===== src/rtl/composite_frame_arbiter.sv =====
`timescale 1ns/1ps
// composite_frame_arbiter
// Shares one frame-memory port between the host (byte writes) and the line
// fetcher. During horizontal blanking before each active line, the fetcher
// copies LINE_WORDS bytes into a double-buffered line buffer. A fetch always
// wins over the host. A fetch that misses its window raises a sticky underrun.
module composite_frame_arbiter #(
   parameter int LINE_WORDS     = 160,
   parameter int FIRST_ACTIVE_Y = 17,
   parameter int LAST_ACTIVE_Y  = 256,
   parameter int ADDR_WIDTH     = 16
) (
   input  logic                  clk,
   input  logic                  reset,
   input  logic [9:0]            y,
   input  logic                  hblank,
   input  logic                  vblank,
   input  logic                  host_valid,
   input  logic [ADDR_WIDTH-1:0] host_addr,
   input  logic [7:0]            host_data,
   output logic                  host_ready,
   output logic                  mem_en,
   output logic                  mem_we,
   output logic [ADDR_WIDTH-1:0] mem_addr,
   output logic [7:0]            mem_wdata,
   input  logic [7:0]            mem_rdata,
   output logic                  lb_we,
   output logic [8:0]            lb_waddr,
   output logic [7:0]            lb_wdata,
   output logic                  lb_bank,
   output logic                  underrun
);

   typedef enum logic [1:0] {
      ST_IDLE  = 2'd0,
      ST_FETCH = 2'd1,
      ST_HOST  = 2'd2
   } state_t;

   localparam logic [10:0]           FIRST_Y  = 11'(FIRST_ACTIVE_Y);
   localparam logic [10:0]           LAST_Y   = 11'(LAST_ACTIVE_Y);
   localparam logic [8:0]            IDX_LAST = 9'(LINE_WORDS - 1);
   localparam logic [ADDR_WIDTH-1:0] ROW_STEP = ADDR_WIDTH'(LINE_WORDS);

   state_t                state_q, state_d;
   logic                  pending_q, pending_d;
   logic                  hblank_q, vblank_q;
   logic [8:0]            idx_q, idx_d;
   logic [ADDR_WIDTH-1:0] row_base_q, row_base_d;
   logic                  underrun_q, underrun_d;
   logic                  lb_we_q, lb_last_q, lb_bank_q;
   logic [8:0]            lb_waddr_q;

   logic [10:0] y_next;
   logic        line_active, first_line;
   logic        trigger, hblank_fall, vblank_rise;
   logic        fetching, last_read;

   // The timing generator reports the line being displayed. The fetch is
   // for the line that follows it, so every qualification uses y+1.
   assign y_next      = {1'b0, y} + 11'd1;
   assign line_active = (y_next >= FIRST_Y) && (y_next <= LAST_Y);
   assign first_line  = (y_next == FIRST_Y);
   assign trigger     = hblank & ~hblank_q & line_active;
   assign hblank_fall = hblank_q & ~hblank;
   assign vblank_rise = vblank & ~vblank_q;
   assign fetching    = (state_q == ST_FETCH);
   assign last_read   = fetching && (idx_q == IDX_LAST);

   // Edge-detect history. It resets high so that an already-high blank
   // input cannot look like a rising edge right after reset is released.
   // NOTE: sequential state uses non-blocking assignments, so every register samples pre-edge values regardless of statement order.
   always_ff @(posedge clk or posedge reset) begin
      if (reset) begin
         hblank_q <= 1'b1;
         vblank_q <= 1'b1;
      end else begin
         hblank_q <= hblank;
         vblank_q <= vblank;
      end
   end

   // FSM state register, including the trigger caught while serving the host.
   always_ff @(posedge clk or posedge reset) begin
      if (reset) begin
         state_q   <= ST_IDLE;
         pending_q <= 1'b0;
      end else begin
         state_q   <= state_d;
         pending_q <= pending_d;
      end
   end

   // FSM next state: a fetch pre-empts the host, and a host slot lasts one cycle.
   // NOTE: every combinational output gets a default first, so no path through the case can infer a latch.
   always_comb begin
      state_d   = state_q;
      pending_d = pending_q;
      case (state_q)
         ST_IDLE: begin
            if (trigger || pending_q) begin
               state_d = ST_FETCH;
            end else if (host_valid) begin
               state_d = ST_HOST;
            end
         end
         ST_HOST: begin
            if (trigger) begin
               pending_d = 1'b1;
            end
            state_d = (trigger || pending_q) ? ST_FETCH : ST_IDLE;
         end
         ST_FETCH: begin
            pending_d = 1'b0;
            if (last_read) begin
               state_d = ST_IDLE;
            end
         end
         default: state_d = ST_IDLE;
      endcase
   end

   // FSM outputs: a host write goes to memory in the same cycle it is accepted.
   // A fetch issues one read per cycle.
   always_comb begin
      host_ready = 1'b0;
      mem_en     = 1'b0;
      mem_we     = 1'b0;
      mem_addr   = host_addr;
      mem_wdata  = host_data;
      case (state_q)
         ST_IDLE: begin
            // reset gates this term directly, so host_ready drops at once
            // while reset is held, even though the state register is already idle.
            host_ready = ~reset & ~trigger & ~pending_q;
            mem_en     = host_ready & host_valid;
            mem_we     = host_ready & host_valid;
         end
         ST_FETCH: begin
            mem_en   = 1'b1;
            mem_addr = row_base_q + ADDR_WIDTH'(idx_q);
         end
         default: ;
      endcase
   end

   // Fetch datapath next state: word index, row base and sticky underrun.
   always_comb begin
      idx_d      = idx_q;
      row_base_d = row_base_q;
      underrun_d = underrun_q;
      if (fetching) begin
         idx_d = last_read ? 9'd0 : idx_q + 9'd1;
      end
      // The first active line restarts the frame at address 0. Each
      // later line follows on from the previous one, without a multiply.
      if (trigger && !fetching && first_line) begin
         row_base_d = '0;
      end else if (last_read) begin
         row_base_d = row_base_q + ROW_STEP;
      end
      // If a deadline is missed in the same cycle as a vblank clear, the
      // set wins, so the error is not lost.
      if (fetching && (hblank_fall || trigger)) begin
         underrun_d = 1'b1;
      end else if (vblank_rise) begin
         underrun_d = 1'b0;
      end
   end

   // Fetch datapath registers. Line-buffer writes trail the reads by the
   // one-cycle memory latency, and the bank flips after the final write.
   always_ff @(posedge clk or posedge reset) begin
      if (reset) begin
         idx_q      <= '0;
         row_base_q <= '0;
         underrun_q <= 1'b0;
         lb_we_q    <= 1'b0;
         lb_waddr_q <= '0;
         lb_last_q  <= 1'b0;
         lb_bank_q  <= 1'b0;
      end else begin
         idx_q      <= idx_d;
         row_base_q <= row_base_d;
         underrun_q <= underrun_d;
         lb_we_q    <= fetching;
         lb_waddr_q <= idx_q;
         lb_last_q  <= last_read;
         if (lb_we_q && lb_last_q) begin
            lb_bank_q <= ~lb_bank_q;
         end
      end
   end

   assign lb_we    = lb_we_q;
   assign lb_waddr = lb_waddr_q;
   assign lb_wdata = mem_rdata;
   assign lb_bank  = lb_bank_q;
   assign underrun = underrun_q;

endmodule


===== config.mk =====
export PLATFORM = sky130hd
export DESIGN_NAME = composite_frame_arbiter
export DESIGN_NICKNAME = d
export VERILOG_FILES = /design/src/rtl/composite_frame_arbiter.sv
export SDC_FILE = /design/constraint.sdc
export NUM_CORES = 1
export LEC_CHECK = 0
export ABC_AREA = 1
export BUFFER_PORTS_ARGS = -buffer_cell sky130_fd_sc_hd__buf_2
export CORE_MARGIN = 2
export CORE_UTILIZATION = 50
export DETAILED_ROUTE_END_ITERATION = 10
export PLACE_DENSITY = 0.79
export SLEW_MARGIN = 20
export SYNTH_ARGS = -nofsm -noshare
export SYNTH_HDL_FRONTEND = slang
export SYNTH_SLANG_ARGS = --single-unit

===== constraint.sdc =====
create_clock -name clk -period 2.95 [get_ports clk]
set_input_delay 0.295 -clock clk [delete_from_list [all_inputs] [get_ports clk]]
set_output_delay 0.295 -clock clk [all_outputs]
set_load 0.03 [all_outputs]

# Yosys cells after proc, flatten, opt, wreduce, memory -nomap -nowiden
# Cells that the tools add are included.
[totals]
ff_bits = 43
romBits = 0
in_bits = 47
memories = 0
latchBits = 0
mem_bits_rw = 0
wordCells = 69
[classes]
magnitude_cmp = 2
n_addsub = 4
bitwise_logic = 14
n_div = 0
n_eq_ne = 7
n_shift = 0
mul = 0
mux = 16
reduce_logical = 15
[op_table]
columns = ["cell", "n"]
rows = [
  ["$mux 16", 3],
  ["$add 16x8->16 const B", 1],
  ["$add 16x9->16", 1],
  ["$add 10x1->11 const B", 1],
  ["$eq 11x5->1 const B", 1],
  ["$ge 11x5->1 const B", 1],
  ["$le 11x9->1 const B", 1],
  ["$add 9x1->9 const B", 1],
  ["$eq 9x8->1 const B", 1],
  ["$mux 9", 1],
  ["$and 1x1->1", 7],
  ["$not 1->1", 7],
  ["$logic_and 1x1->1", 6],
  ["$mux 1", 6],
  ["$mux 2", 3],
  ["$pmux 2 s3", 1],
  ["$reduce_bool 2->1", 3],
  ["$pmux 1 s2", 2],
  ["$reduce_and 2->1", 2],
  ["$ne 3x3->1 const B", 1],
  ["$eq 2x1->1 const B", 1],
  ["$eq 2x2->1 const B", 1],
  ["$logic_not 2->1", 1],
  ["$logic_or 1x1->1", 2],
  ["other kinds (3)", 3],
]

# Depth between registers and ports, before layout
[logic_depth]
word_depth = 9
ltp_mapped = 15
ltp_nobuf = 15

# Worst setup path after synthesis
# OpenSTA, ideal clock, no wires.
[synth_timing]
path_type = "register to output"
startpoint = "register idx_q[6]"
endpoint = "output mem_addr[12]"
path_stages_with_launch = 13
slack_ns = 0.491
arrival_time_ns = 2.164
path_cell_list = "dfrtp_1 > ha_1 > nand2_1 > nand2_1 > nand2_1 > nand2_1 > nand2_1 > nand2_1 > nand2_1 > nor2_2 > inv_1 > nor2_2 > o31ai_1"
[synth_between]
elab_chain_cells = 2
[synth_rtl]
columns = ["item", "line_no", "source"]
rows = [
  ["from (decl)", "48", "logic [8:0] idx_q, idx_d;"],
  ["from (signal assigned)", "183", "idx_q <= idx_d;"],
  ["$add 16x9->16", "141", "mem_addr = row_base_q + ADDR_WIDTH'(idx_q);"],
  ["$mux 16", "131", "case (state_q)"],
  ["to (decl)", "24", "output logic [ADDR_WIDTH-1:0] mem_addr,"],
]
# No other way between the ends.

# Worst setup path in the final report
[layout_timing]
startpoint = "register idx_q[6]"
endpoint = "output mem_addr[15]"
# Same word-level chain as after synthesis.

==> results.toml <==
[place]
gp_congestion = 0.856
dp_cells = 488
pre_cts_ws_ps = 526
dp_hpwl_mm = 4.19
numPortBuffers = 61

[pwr]
pwr-share-comb_pct = 9.4
p_int_mw = 0.745
report.power.total_mw = 0.990
powerDensity_nw_per_um2 = 323
swShare_pct = 24.7
p_leak_nw = 1.78
power_frac_seq_pct = 53.1
switching_power_mw = 0.245
vdd_drop_max_v = 0.000207
clockPowerShare_pct = 37.5

[worst_setup_path]
crit_arrival_ps = 2380
criticalPathCategory = "reg -> out"
reg2regPathDepth = 12
timing.rr.end = "row_base_q[13]"
cp.required_ps = 2650
cp-end-kind = "output pin"
regToRegSetupSlack_ps = 1000
crit_path_max_fanout = 4
r2r-start = "idx_q[1]"
start_kind = "flip-flop"

[yosys]
synth-seq-cells = 38
syn_area_sq_um = 2650
synth_warnings = 0
synth-seq-area-share_pct = 35.9
yosysUniqueCellTypes = 27
syn_nets = 431
avgSynthCellArea_sq_um = 7.07
netlist_instances = 375

[min_path]
hp-class = "in -> reg"
holdPathEnd = "vblank_q"
worstHoldStart = "vblank"
hold_depth = 1

[final_layout]
diodes = 0
fin_cells = 499
layout-drive-gt1-share_pct = 25.2
layout.nets = 484
area_growth_pct = 15.3
fin_util_pct = 59.9

[timing]
fmax_ghz = 0.374
setup-violations-final = 0
fin_crit_sh_pct = 90.6
finalSetupTns_ps = 0
worst_slew_pin_slew_ps = 462
finClkSkew_ps = 5.04
period_needed_ps = 2670
timing.final.ws_setup_ps = 276
rsz0062_at_grt = "no"
slew_violations = 0
final-hold-violation-count = 0
relSlewSlack_pct = 69.2

[global_route]
grt_pass1_vias = 2278
track_usage_pct = 20.2
globalRoute.totalOverflow = 0
antenna_found_initial = 0
grt_pass1_wl_mm = 9.73
grt_max_degree = 39

[clock_network]
root_buffer = "clkbuf_8"
postCtsHoldBufs = 0
htreeDepth = 2
clk_pin_slew_worst_paths_ps = 70
cts_buffers = 5
tritoncts = "yes"
cts.sinks = 38
clk_latency_ps = 290
cts_buffer_depth = 2

[floorplanning]
initial_core_util_pct = 51.9
core_area_sq_um = 5110
io_pins = 94
rows = 26
dieHeight_microns = 76.8
die_x_microns = 76.8
fp.dieArea_sq_um = 5900

[drt]
drc = 0
vias_per_cell = 4.78
wl_mm = 5.52
wire_per_inst_microns = 11.1
vias = 2383
final_antenna_net_count = 0
drtPass1Iterations = 4
drtIter0Drc = 115

[run]
drv_cap = 0

[status]
status = "finished clean"
-- per-layer routing --
layer	wire (microns)	part of all wire, %	global-route usage, %	vias to the layer above
met5	0	0	0	-
met3	279	5.1	4.82	8
met1	2550	46	25.2	1069
met2	2620	47	33.5	64
met4	72	1.3	8.00	0
li1	-	-	-	1242
-- repair_timing --
action                     CTS  global route
resized for setup            0             4
buffers inserted             0             3
setup endpoints to repair    0             2
hold endpoints to repair     0             0
-- cell usage after synthesis --
| library cell | instances | area [sq um] |
|---|---|---|
| a21oi_1 | 7 | 35.0 |
| dfstp_2 | 2 | 52.6 |
| nand2_1 | 110 | 413 |
| o21bai_1 | 1 | 7.51 |
| nand3b_1 | 1 | 7.51 |
| nand3_1 | 19 | 95.1 |
| o21ai_1 | 1 | 5.00 |
| nand4_1 | 8 | 50.1 |
| nor3_1 | 8 | 40.0 |
| xnor2_1 | 3 | 26.3 |
| inv_2 | 2 | 7.51 |
| nand3_2 | 3 | 30.0 |
| nand4_4 | 1 | 21.3 |
| nand2_2 | 8 | 50.1 |
| o31ai_1 | 2 | 15.0 |
| buf_4 | 16 | 120 |
| dfrtp_1 | 36 | 901 |
| o21ai_0 | 16 | 80.1 |
| xor2_1 | 10 | 87.6 |
| nor2_2 | 9 | 56.3 |
| clkbuf_1 | 5 | 18.8 |
| ha_1 | 9 | 113 |
| inv_1 | 63 | 236 |
| nor4_1 | 1 | 6.26 |
| nor2_1 | 27 | 101 |
| nor3_2 | 2 | 20.0 |
| nor2_4 | 5 | 56.3 |
-- layout by cell type (no fill, tap or decap), drive strengths merged --
| cell type | Yosys | routed |
|---|---|---|
| clkinvlp | 0 | 1 |
| o21bai | 1 | 1 |
| nand3b | 1 | 1 |
| buf | 16 | 66 |
| dfrtp | 36 | 36 |
| nand4 | 9 | 9 |
| xor2 | 10 | 10 |
| nor4 | 1 | 1 |
| dfstp | 2 | 2 |
| nand3 | 22 | 22 |
| nor2 | 41 | 41 |
| inv | 65 | 65 |
| ha | 9 | 9 |
| clkbuf | 5 | 7 |
| o21ai | 17 | 17 |
| nor3 | 10 | 10 |
| a21oi | 7 | 7 |
| o31ai | 2 | 2 |
| clkinv | 0 | 1 |
| nand2 | 118 | 118 |
| xnor2 | 3 | 3 |
-- per-stage QoR --
stage | area [sq um] | hold slack, ps
global placement | 2930 | 387
finish | 3060 | 108
CTS | 3020 | 97.5
global route | 3060 | 97.8
floorplan | 2650 | 299
detailed placement | 2930 | 396
-- registers in the layout (all words and copies together) (netlist names) --
signal,count
hblank_q,1
idx_q,9
lb_bank,1
lb_last_q,1
lb_waddr,9
lb_we,1
pending_q,1
row_base_q,11
state_q,2
underrun,1
vblank_q,1
-- critical path, stage by stage (launching register included) --
cell and delay (ps):
dfrtp_1 410, ha_1 310, nand2_1 70, nand2_1 70, nand2_1 60, nand2_1 70
nand2_1 70, nand2_1 80, nand2_1 130, nor2_4 170, inv_2 70, nor2_4 110
nand3_1 100, nand2_1 70, nand3_1 60, nand2_1 60, clkbuf_4 180
-- logic make-up (layout without fill, tap and decap cells) --
| logic type | count (synthesis) | after routing | synth area share, % |
|---|---|---|---|
| xor gates and xnor gates | 13 | 13 | 4.29 |
| adders and majority gates | 9 | 9 | 4.25 |
| DFF | 38 | 38 | 35.9 |
| buffers and inverters | 86 | 140 | 14.4 |
| AOI/OAI and AO/OA | 27 | 27 | 5.38 |
| and+or+nand+nor | 202 | 202 | 35.7 |
-- area by class of cell --
class | count | area, sq um
clock buffers | 6 | 82.6
clock inverters | 2 | 12.5
fillers | 504 | 2050
inverters | 65 | 244
multi-input cells | 251 | 1330
flip-flops and latches | 38 | 953
well taps | 70 | 87.6
repair buffers | 67 | 353
-- worst max-delay path by stage --
stage / cells after the start / startpoint / slack, ps / end
detailed placement: 16 / idx_q[6] / 530 / mem_addr[15]
CTS: 16 / idx_q[6] / 190 / mem_addr[15]
global placement: 16 / idx_q[6] / 600 / mem_addr[15]
global route: 16 / idx_q[6] / 7 / mem_addr[15]
finish: 16 / idx_q[6] / 280 / mem_addr[15]
floorplan: 12 / idx_q[6] / 490 / mem_addr[12]
-- power by group through the flow --
| stage | registers (mW) | clock network, mW | logic (mW) |
|---|---|---|---|
| floorplan | 0.539 | 0 | 0.0913 |
| global placement | 0.536 | 0 | 0.0922 |
| detailed placement | 0.536 | 0 | 0.0942 |
| CTS | 0.526 | 0.383 | 0.0947 |
| global route | 0.526 | 0.402 | 0.107 |
| finish | 0.526 | 0.371 | 0.0931 |
(Power assumes the default switching activity.)
